`src/rtl/ram_access_master_if.sv`:
```
// ram_access_master_if: core-side request/response handshake of the RAM access master.
interface ram_access_master_if #(parameter int ADDR_W = 13);
    logic              req_valid;
    logic              req_ready;
    logic [ADDR_W-1:0] req_addr;
    logic              req_we;
    logic [1:0]        req_size;
    logic              req_unsigned;
    logic [31:0]       req_wdata;
    logic              rsp_valid;
    logic              rsp_ready;
    logic [31:0]       rsp_rdata;
    logic              rsp_err;
    modport master (
        output req_valid, req_addr, req_we, req_size, req_unsigned, req_wdata, rsp_ready,
        input  req_ready, rsp_valid, rsp_rdata, rsp_err
    );
    modport slave (
        input  req_valid, req_addr, req_we, req_size, req_unsigned, req_wdata, rsp_ready,
        output req_ready, rsp_valid, rsp_rdata, rsp_err
    );
endinterface

```
`src/rtl/ram_access_master.sv`:
```
// ram_access_master: byte/half/word load-store initiator for a 1-port RAM with 1-cycle read latency.
module ram_access_master #(parameter int ADDR_W = 13) (
    input  logic              clock,
    input  logic              reset,
    ram_access_master_if.slave bus,
    output logic [ADDR_W-3:0] ram_address,
    output logic [3:0]        ram_byteena,
    output logic [31:0]       ram_data,
    output logic              ram_rden,
    output logic              ram_wren,
    input  logic [31:0]       ram_q
);
    localparam logic [1:0] IDLE = 2'd0, READ = 2'd1, RESP = 2'd2;
    logic [1:0]  r_state, r_off, r_size;
    logic        r_uns, r_rsp_valid, r_err;
    logic [31:0] r_rdata;
    logic        w_acc, w_err, w_load, w_store;
    logic [3:0]  w_be;
    logic [31:0] w_sh, w_ext;
    assign bus.req_ready = (r_state == IDLE) & !reset;
    assign bus.rsp_valid = r_rsp_valid;
    assign bus.rsp_rdata = r_rdata;
    assign bus.rsp_err   = r_err;
    always_comb begin
        w_acc   = bus.req_valid & bus.req_ready;
        w_err   = (bus.req_size == 2'b11) | ((bus.req_size == 2'b01) & bus.req_addr[0])
                | ((bus.req_size == 2'b10) & (|bus.req_addr[1:0]));
        w_load  = w_acc & !bus.req_we & !w_err;
        w_store = w_acc & bus.req_we & !w_err;
        w_be    = bus.req_size == 2'b00 ? 4'b0001 << bus.req_addr[1:0]
                : bus.req_size == 2'b01 ? 4'b0011 << bus.req_addr[1:0] : 4'b1111;
        ram_rden    = w_load;
        ram_wren    = w_store;
        ram_address = (w_load | w_store) ? bus.req_addr[ADDR_W-1:2] : '0;
        ram_byteena = (w_load | w_store) ? w_be : 4'b0000;
        ram_data    = bus.req_size == 2'b00 ? {4{bus.req_wdata[7:0]}}
                    : bus.req_size == 2'b01 ? {2{bus.req_wdata[15:0]}} : bus.req_wdata;
        // ram_q only reaches r_rdata on the READ->RESP edge
        w_sh  = ram_q >> {r_off, 3'b000};
        w_ext = r_size == 2'b00 ? {{24{!r_uns & w_sh[7]}}, w_sh[7:0]}
              : r_size == 2'b01 ? {{16{!r_uns & w_sh[15]}}, w_sh[15:0]} : w_sh;
    end
    always_ff @(posedge clock) begin
        if (reset) begin
            r_state     <= IDLE;
            r_rsp_valid <= 1'b0;
            r_rdata     <= '0;
            r_err       <= 1'b0;
            r_off       <= '0;
            r_size      <= '0;
            r_uns       <= 1'b0;
        end else if (w_acc) begin
            r_off       <= bus.req_addr[1:0];
            r_size      <= bus.req_size;
            r_uns       <= bus.req_unsigned;
            r_state     <= w_load ? READ : RESP;
            r_rsp_valid <= !w_load;
            r_err       <= w_err;
            r_rdata     <= '0;
        end else if (r_state == READ) begin
            r_state     <= RESP;
            r_rsp_valid <= 1'b1;
            r_rdata     <= w_ext;
            r_err       <= 1'b0;
        end else if (r_state == RESP && bus.rsp_ready) begin
            r_state     <= IDLE;
            r_rsp_valid <= 1'b0;
        end
    end
endmodule
```
`src/flat_wrapper.sv`:
```
// flat-port wrapper written by rule: the top's interface ports become plain ports
module ram_access_master_flat 
#(parameter int ADDR_W = 13)
  (clock, reset, ram_address, ram_byteena, ram_data, ram_rden, ram_wren, ram_q, bus_req_valid, bus_req_addr, bus_req_we, bus_req_size, bus_req_unsigned, bus_req_wdata, bus_rsp_ready, bus_req_ready, bus_rsp_valid, bus_rsp_rdata, bus_rsp_err);
  ram_access_master_if #(.ADDR_W(ADDR_W)) bus_i ();
  input  logic clock;
  input  logic reset;
  output logic [ADDR_W-3:0] ram_address;
  output logic [3:0] ram_byteena;
  output logic [31:0] ram_data;
  output logic ram_rden;
  output logic ram_wren;
  input  logic [31:0] ram_q;
  input wire logic [$bits(bus_i.req_valid)-1:0] bus_req_valid;
  input wire logic [$bits(bus_i.req_addr)-1:0] bus_req_addr;
  input wire logic [$bits(bus_i.req_we)-1:0] bus_req_we;
  input wire logic [$bits(bus_i.req_size)-1:0] bus_req_size;
  input wire logic [$bits(bus_i.req_unsigned)-1:0] bus_req_unsigned;
  input wire logic [$bits(bus_i.req_wdata)-1:0] bus_req_wdata;
  input wire logic [$bits(bus_i.rsp_ready)-1:0] bus_rsp_ready;
  output wire logic [$bits(bus_i.req_ready)-1:0] bus_req_ready;
  output wire logic [$bits(bus_i.rsp_valid)-1:0] bus_rsp_valid;
  output wire logic [$bits(bus_i.rsp_rdata)-1:0] bus_rsp_rdata;
  output wire logic [$bits(bus_i.rsp_err)-1:0] bus_rsp_err;
  assign bus_i.req_valid = bus_req_valid;
  assign bus_i.req_addr = bus_req_addr;
  assign bus_i.req_we = bus_req_we;
  assign bus_i.req_size = bus_req_size;
  assign bus_i.req_unsigned = bus_req_unsigned;
  assign bus_i.req_wdata = bus_req_wdata;
  assign bus_i.rsp_ready = bus_rsp_ready;
  assign bus_req_ready = bus_i.req_ready;
  assign bus_rsp_valid = bus_i.rsp_valid;
  assign bus_rsp_rdata = bus_i.rsp_rdata;
  assign bus_rsp_err = bus_i.rsp_err;
  ram_access_master #(.ADDR_W(ADDR_W)) u_core (.clock(clock), .reset(reset), .bus(bus_i), .ram_address(ram_address), .ram_byteena(ram_byteena), .ram_data(ram_data), .ram_rden(ram_rden), .ram_wren(ram_wren), .ram_q(ram_q));
endmodule
```
`config.mk`:
```
export PLATFORM = sky130hd
export DESIGN_NAME = ram_access_master_flat
export DESIGN_NICKNAME = d
export VERILOG_FILES = /design/src/rtl/ram_access_master_if.sv /design/src/rtl/ram_access_master.sv /design/src/flat_wrapper.sv
export SDC_FILE = /design/constraint.sdc
export NUM_CORES = 1
export LEC_CHECK = 0
export BUFFER_PORTS_ARGS = -buffer_cell sky130_fd_sc_hd__buf_2
export CAP_MARGIN = 20
export CORE_MARGIN = 1.5
export CORE_UTILIZATION = 40
export DETAILED_ROUTE_END_ITERATION = 10
export PLACE_DENSITY_LB_ADDON = 0.05
export SLEW_MARGIN = 30
export SYNTH_ARGS = -nofsm -noshare
export SYNTH_HDL_FRONTEND = slang
export SYNTH_SLANG_ARGS = --single-unit
```
`constraint.sdc`:
```
create_clock -name clock -period 1.5 [get_ports clock]
set_input_delay 0.15 -clock clock [delete_from_list [all_inputs] [get_ports clock]]
set_output_delay 0.15 -clock clock [all_outputs]
set_load 0.01 [all_outputs]
```
==> results.md, run 1 <==
* Vias per inst at 5.29
* Final worst slack at -0.326 ns
* Global placer's final weighted congestion at 0.760
* Wirelength per Cell at 14.9 um
* H-Tree Depth at 2
* Synthesis-to-layout area growth at 49.6%
* Number of flops mapped to enable cells by yosys at 0
* First-pass GRT wire length at 14000 um
* Total track usage at 22.7%
* Horiz. Die Dim at approximately 89 um
* PwrDens at 649 nW/um^2
* Hold Path Depth at 3
* Final nets at 607
* WS Path Type: flop to output pin
* Leakage at 1.93 nW
* Vias in the first global route at 2941
* Synth Flop Type: dfxtp_1
* Commonest non-fill, non-tap cell in the layout: buf_2
* Sequential area share after synthesis at 27.1%
* Hold Crit Class: primary input to flop
* Critical Path RT at around 1.4 ns
* Synthesized area at 2950 um^2
* DRT iter0 DRCs at 133
* Total Die Area at 7910 um^2
* Synth Area in Compound Gates at 30.7%
* Clock sinks at 40
* Worst Setup Start Kind: flop
* Mux contribution to synthesized area at 17.7%
* Final Setup Violations at 41
* Core ar. at around 7200 um^2
* FMAX at 0.548 GHz
* CTS Root Cell: clkbuf_8
* Worst vdd ir at 0.000351 V
* Crit end category: output pin
* Slew @ Worst Pin at 0.572 ns
* Post-synth ARST share at 0%
* Synthesized area per cell at 8.25 um^2
* I/O Buffers at 168
* Finished Cell Area at 4420 um^2
* Clk buf depth at 2
* Adder-Cell Fraction of Synth Area at under 10%
* Max_cap viols at 0
* Fillers at 664
* Final period util at 122%
* Share of cells above drive strength 1 at about 55%
* Hold Path Origin: bus_req_unsigned
* Die Height at 88.9 um
* Failing checks: negative setup slack
* Ys Warns at 0
* Hold Fails Final Rpt at 0
* Distinct cells, synth at 34
* Status: finished, violations left
* IO Count at 169
* Min Clock Period, post-route at 1.83 ns
* Main combinational cell family by area after synthesis: compound AO/OA/AOI/OAI gates
* Setup TNS Final at -6.84 ns
* Ant. Diodes at 0
* FF-to-FF Start: u_core.r_off[0]$_SDFFE_PP0P_
* Slew margin rel. at 61.8%
* Reg2reg setup slack at -0.11 ns
* Wirelength, routed at approximately 9200 um
* Worst-skew pair later-pin latency at 0.30 ns
* Initial Utilization at 40.9%
* Post-route ant nets at 0
* Mapped Nets at 447
* Initial antenna violation count at 0
* # DRC at 0
* Unrepaired setup endpoints after global routing: yes
* WHS Endpoint: u_core.r_uns$_SDFFE_PP0P_
* Post-Synth XOR/XNOR Area at 0%
* WP data arrival at 1.68 ns
* Cells on worst reg2reg path at 5
* First-pass iteration count of the detailed router at 6
* DP HPWL at approximately 6600 um
* CP max FO at 6
* Standard-cell row count at 31
* Synth Area in Simple Gates at between 10 and 15%
* Commonest non-fill, non-tap cells in the layout: 156 x buf_2, 36 x dfxtp_1, 34 x nand2_1
* Cells after Synth at 358
* Critical R2R Capture: u_core.bus.rsp_rdata[20]$_SDFFE_PP0P_
* Vias at ~3300
* Slew Viols, Final at 0
* TritonCTS clock tree: yes
* Largest net degree at the start of global routing at 49
* Seq cells post-synth at 40
* CTS buffer count at 5
* Placed cell area at 3960 um^2
* Total power at 2.87 mW
* Clk slew on worst S/H paths at 0.08 ns
* Post-placement setup slack at -0.197 ns
* Worst clock skew at 0.00893 ns
* Grt ovf at 0
state kept, by name, indices dropped and copies added, names as in the netlist:
signal	cells
u_core.bus.rsp_err	1
u_core.bus.rsp_rdata	32
u_core.r_off	2
u_core.r_size	2
u_core.r_state	2
u_core.r_uns	1
critical path, stage by stage, from the launching register on:
cell and delay [ns]:
dfxtp_2 0.32, or4b_4 0.57, a21oi_4 0.21, and2_4 0.18, buf_6 0.09
layer usage:
| layer | wire [um] | up-vias | track usage, % |
|---|---|---|---|
| li1 | - | 1616 | - |
| met1 | 3810 | 1514 | 26.8 |
| met2 | 4700 | 125 | 40.8 |
| met3 | 522 | 15 | 3.51 |
| met4 | 199 | 0 | 9.38 |
| met5 | 0 | - | 0 |
layout make-up:
class                           count  area, um^2  area share [%]
Clock buffer                        6        72.6            1.64
Clock inverter                      2        35.0           0.793
Timing Repair Buffer              196        1290            29.3
Sequential cell                    40         808            18.3
Tap cell                           99         124            2.80
Inverter                            3        11.3           0.255
Multi-Input combinational cell    272        2070            46.9
Yosys cell counts, drive strengths merged, types with 3 or more instances:
cell / count / area share, %
nor3: 12 / 2.0
a21oi: 33 / 6.7
mux2: 23 / 8.8
nor2b: 6 / 1.3
a22oi: 8 / 2.0
o2bb2ai: 7 / 2.1
buf: 25 / 5.6
a21o: 4 / 1.3
a211oi: 3 / 0.76
ha: 4 / 1.7
and2: 13 / 2.8
o21ai: 33 / 5.6
nor2: 19 / 2.5
dfxtp: 40 / 27
clkbuf: 19 / 2.4
inv: 3 / 0.38
mux2i: 24 / 8.1
o211ai: 39 / 12
nand2: 34 / 4.3
where the power goes:
part           switching [mW]  internal (mW)  leakage, nW  total (mW)
clock                   0.404          0.494       0.0552       0.898
combinational           0.457          0.416         1.55       0.873
sequential             0.0154           1.08        0.325        1.10
total                   0.876           1.99         1.93        2.87
what timing repair did:
action	in CTS	in global routing
setup buffers	2	0
pin swaps	23	12
cloned	5	1
resized for setup	28	18
hold buffers	0	0
setup endpoints to repair	42	48
stage by stage:
stage                     hold slack [ns]  util (%)  std cells
final                              0.0986      61.2        618
after global routing                0.113      61.2        618
after CTS                          0.0950      60.0        617
after detailed placement            0.412      54.9        602
after global placement              0.397      54.9        602
after floorplan                     0.278         -        358
kinds of logic (layout without fill, tap and decap cells):
group | Yosys count | after routing
buf+inv | 47 | 207
fa+ha+maj | 4 | 4
compound gates | 128 | 129
flops | 40 | 40
mux | 48 | 48
simple gates | 91 | 91
how the worst max path moves through the flow:
stage	startpoint	to	slack, ns	depth (start not counted)
2_1_floorplan	u_core.r_off[0]$_SDFFE_PP0P_	u_core.bus.rsp_rdata[10]$_SDFFE_PP0P_	-0.06	6
3_3_place_gp	u_core.r_state[0]$_SDFFE_PP0P_	ram_wren	-0.14	4
3_5_place_dp	u_core.r_state[0]$_SDFFE_PP0P_	ram_address[2]	-0.20	4
4_1_cts	u_core.r_state[1]$_SDFFE_PP0P_	ram_address[1]	-0.35	4
5_1_grt	u_core.r_state[0]$_SDFFE_PP0P_	ram_address[2]	-0.39	4
6_report	u_core.r_state[0]$_SDFFE_PP0P_	ram_address[1]	-0.33	4
No activity file was read; power rests on OpenSTA's default activity.
==> inputs of run 2 (changes only) <==
- MAX_ROUTING_LAYER: unset -> met4
==> run 2 against run 1 <==
- the run still ends with negative setup slack left
- design area increased by 0.68%
- via count is 0.46% higher
- worst hold slack lost 0.0011 ns
- sequential cell count is the same
- first-iteration DRC count rose by 3.8%
- setup slack got worse by 0.0045 ns
- combinational power up 0.9%
- clock power grew 0.9%
- wire length is 0.14% higher
- die area did not move
- clock-buffer cell count unchanged
- critical endpoint unchanged
==> results.md, run 2 (synthesized netlist as in run 1, its figures left out) <==
* Status: finished, violations left
* Failing checks: negative setup slack
* Slew margin rel. at 61.8% (about the same)
* Post-route ant nets at 0 (unchanged)
* Worst clock skew at 0.00950 ns (+0.000568 ns)
* Largest net degree at the start of global routing at 49 (unchanged)
* Leakage at 1.95 nW (+0.92%)
* Worst vdd ir at 0.000356 V (+1.4%)
* Hold Crit Class: primary input to flop
* Clk buf depth at 2 (unchanged)
* Final worst slack at -0.331 ns (-0.00446 ns)
* Hold Path Origin: bus_req_unsigned
* Worst-skew pair later-pin latency at 0.30 ns (about the same)
* First-pass iteration count of the detailed router at 6 (unchanged)
* Critical Path RT at 1.35 ns (about the same)
* Slew Viols, Final at 0 (unchanged)
* Vias in the first global route at 2941 (unchanged)
* Min Clock Period, post-route at 1.83 ns (+0.00446 ns)
* Final period util at 122% (+0.30 points)
* GR met2 Demand/Resource at 40.8% (unchanged)
* Grt ovf at 0 (unchanged)
* Reg2reg setup slack at -0.11 ns (about the same)
* Commonest non-fill, non-tap cell in the layout: buf_2
* Final Setup Violations at 42 (+2.4%)
* TritonCTS clock tree: yes
* Placed Cells at 602 (unchanged)
* CP max FO at 6 (unchanged)
* Final nets at 610 (+0.49%)
* Met3 GRT Util at 3.14% (-0.37 points)
* WP data arrival at 1.68 ns (about the same)
* IO Count at 169 (unchanged)
* DRT iter0 DRCs at 138 (+3.8%)
* WHS Endpoint: u_core.r_uns$_SDFFE_PP0P_
* Cells on worst reg2reg path at 5 (unchanged)
* Global route hottest layer: met2
* Vias at 3285 (+0.46%)
* Global placer's final weighted congestion at 0.770 (+1.3%)
* Unrepaired setup endpoints after global routing: yes
* Clock sinks at 40 (unchanged)
* Wirelength per Cell at 14.9 um (-0.34%)
* FF-to-FF Start: u_core.r_off[0]$_SDFFE_PP0P_
* Critical R2R Capture: u_core.bus.rsp_rdata[20]$_SDFFE_PP0P_
* Setup TNS Final at -6.96 ns (-0.115 ns)
* Clk slew on worst S/H paths at 0.08 ns (about the same)
* Hold Fails Final Rpt at 0 (unchanged)
* Max_cap viols at 0 (unchanged)
* Final Non-Filler Cells at 621 (+0.49%)
* Share of cells above drive strength 1 at 54.8% (+0.069 points)
* # DRC at 0 (unchanged)
* Vias per inst at 5.29 (about the same)
* Horiz. Die Dim at 88.9 um (unchanged)
* Synthesis-to-layout area growth at 50.6%
* Standard-cell row count at 31 (unchanged)
* Max reg flops at 32 (unchanged)
* I/O Buffers at 168 (unchanged)
* CTS Hold Bufs at 0 (unchanged)
* Total Die Area at 7910 um^2 (unchanged)
* Worst Setup Start Kind: flop
* Initial Utilization at 40.9% (unchanged)
* Die Height at 88.9 um (unchanged)
* CTS buffer count at 5 (unchanged)
* Commonest non-fill, non-tap cells in the layout: 156 x buf_2, 36 x dfxtp_1, 34 x nand2_1
* PwrDens at 648 nW/um^2 (-0.16%)
* FMAX at 0.546 GHz (-0.24%)
* Slew @ Worst Pin at 0.573 ns (+0.000751 ns)
* First-pass GRT wire length at 14000 um (+0.10%)
* CTS Root Cell: clkbuf_8
* DP HPWL at 6570 um (unchanged)
* Ant. Diodes at 0 (unchanged)
* GR met1 Demand/Resource at 27.2% (+0.34 points)
* Core ar. at 7210 um^2 (unchanged)
* H-Tree Depth at 2 (unchanged)
* Crit end category: output pin
* WS Path Type: flop to output pin
* Initial antenna violation count at 0 (unchanged)
* Wirelength, routed at 9240 um (+0.14%)
* Total track usage at 23.4% (+0.74 points)
* Hold Path Depth at 3 (unchanged)
## run 2: how the worst max path moves through the flow
stage                     cells past startpoint  slack [ns]                                     to                           start
after CTS                                     4       -0.35                         ram_address[1]  u_core.r_state[1]$_SDFFE_PP0P_
after detailed placement                      4       -0.20                         ram_address[2]  u_core.r_state[0]$_SDFFE_PP0P_
after floorplan                               6       -0.06  u_core.bus.rsp_rdata[10]$_SDFFE_PP0P_    u_core.r_off[0]$_SDFFE_PP0P_
final                                         4       -0.33                         ram_address[1]  u_core.r_state[0]$_SDFFE_PP0P_
after global placement                        4       -0.14                               ram_wren  u_core.r_state[0]$_SDFFE_PP0P_
after global routing                          4       -0.39                         ram_address[2]  u_core.r_state[0]$_SDFFE_PP0P_
## run 2: area by class of cell
class,count,area (um^2)
clock inverter,2,35.0
tap,99,124
timing repair buffer,199,1320
clock buffer,6,72.6
multi-input combinational,272,2080
fill,664,2770
sequential,40,808
inverter,3,11.3
## run 2: power breakdown
group          switching (mW)  internal [mW]
clock                   0.411          0.495
combinational           0.459          0.422
sequential             0.0152           1.08
total                   0.886           2.00
## run 2: repair_timing
item	in CTS	in global routing
endpoints found under the setup margin	42	48
gates cloned	5	1
setup buffers	2	3
pin swaps	23	13
resized for setup	28	19
hold endpoints to repair	0	0
## run 2: per-layer routing
layer | part of all wire, % | vias up
met3 | 5.5 | 15
met2 | 52 | 134
met5 | 0 | -
met4 | 2.1 | 0
li1 | - | 1623
met1 | 41 | 1513
## run 2: critical path, cell delays in order (launching register included)
cell and delay [ns]:
dfxtp_2 0.33, or4b_4 0.57, a21oi_4 0.21, and2_4 0.18
buf_6 0.09
## run 2: per-stage QoR
step	instance area (um^2)	hold WS (ns)	worst slack, ns	power, mW	utilization [%]
final	4450	0.0975	-0.331	2.88	61.7
after global routing	4450	0.113	-0.388	3.01	61.7
after CTS	4330	0.0950	-0.348	2.85	60.0
after detailed placement	3960	0.412	-0.197	1.90	54.9
after global placement	3960	0.397	-0.138	1.90	54.9
after floorplan	3020	0.278	-0.0600	1.59	-
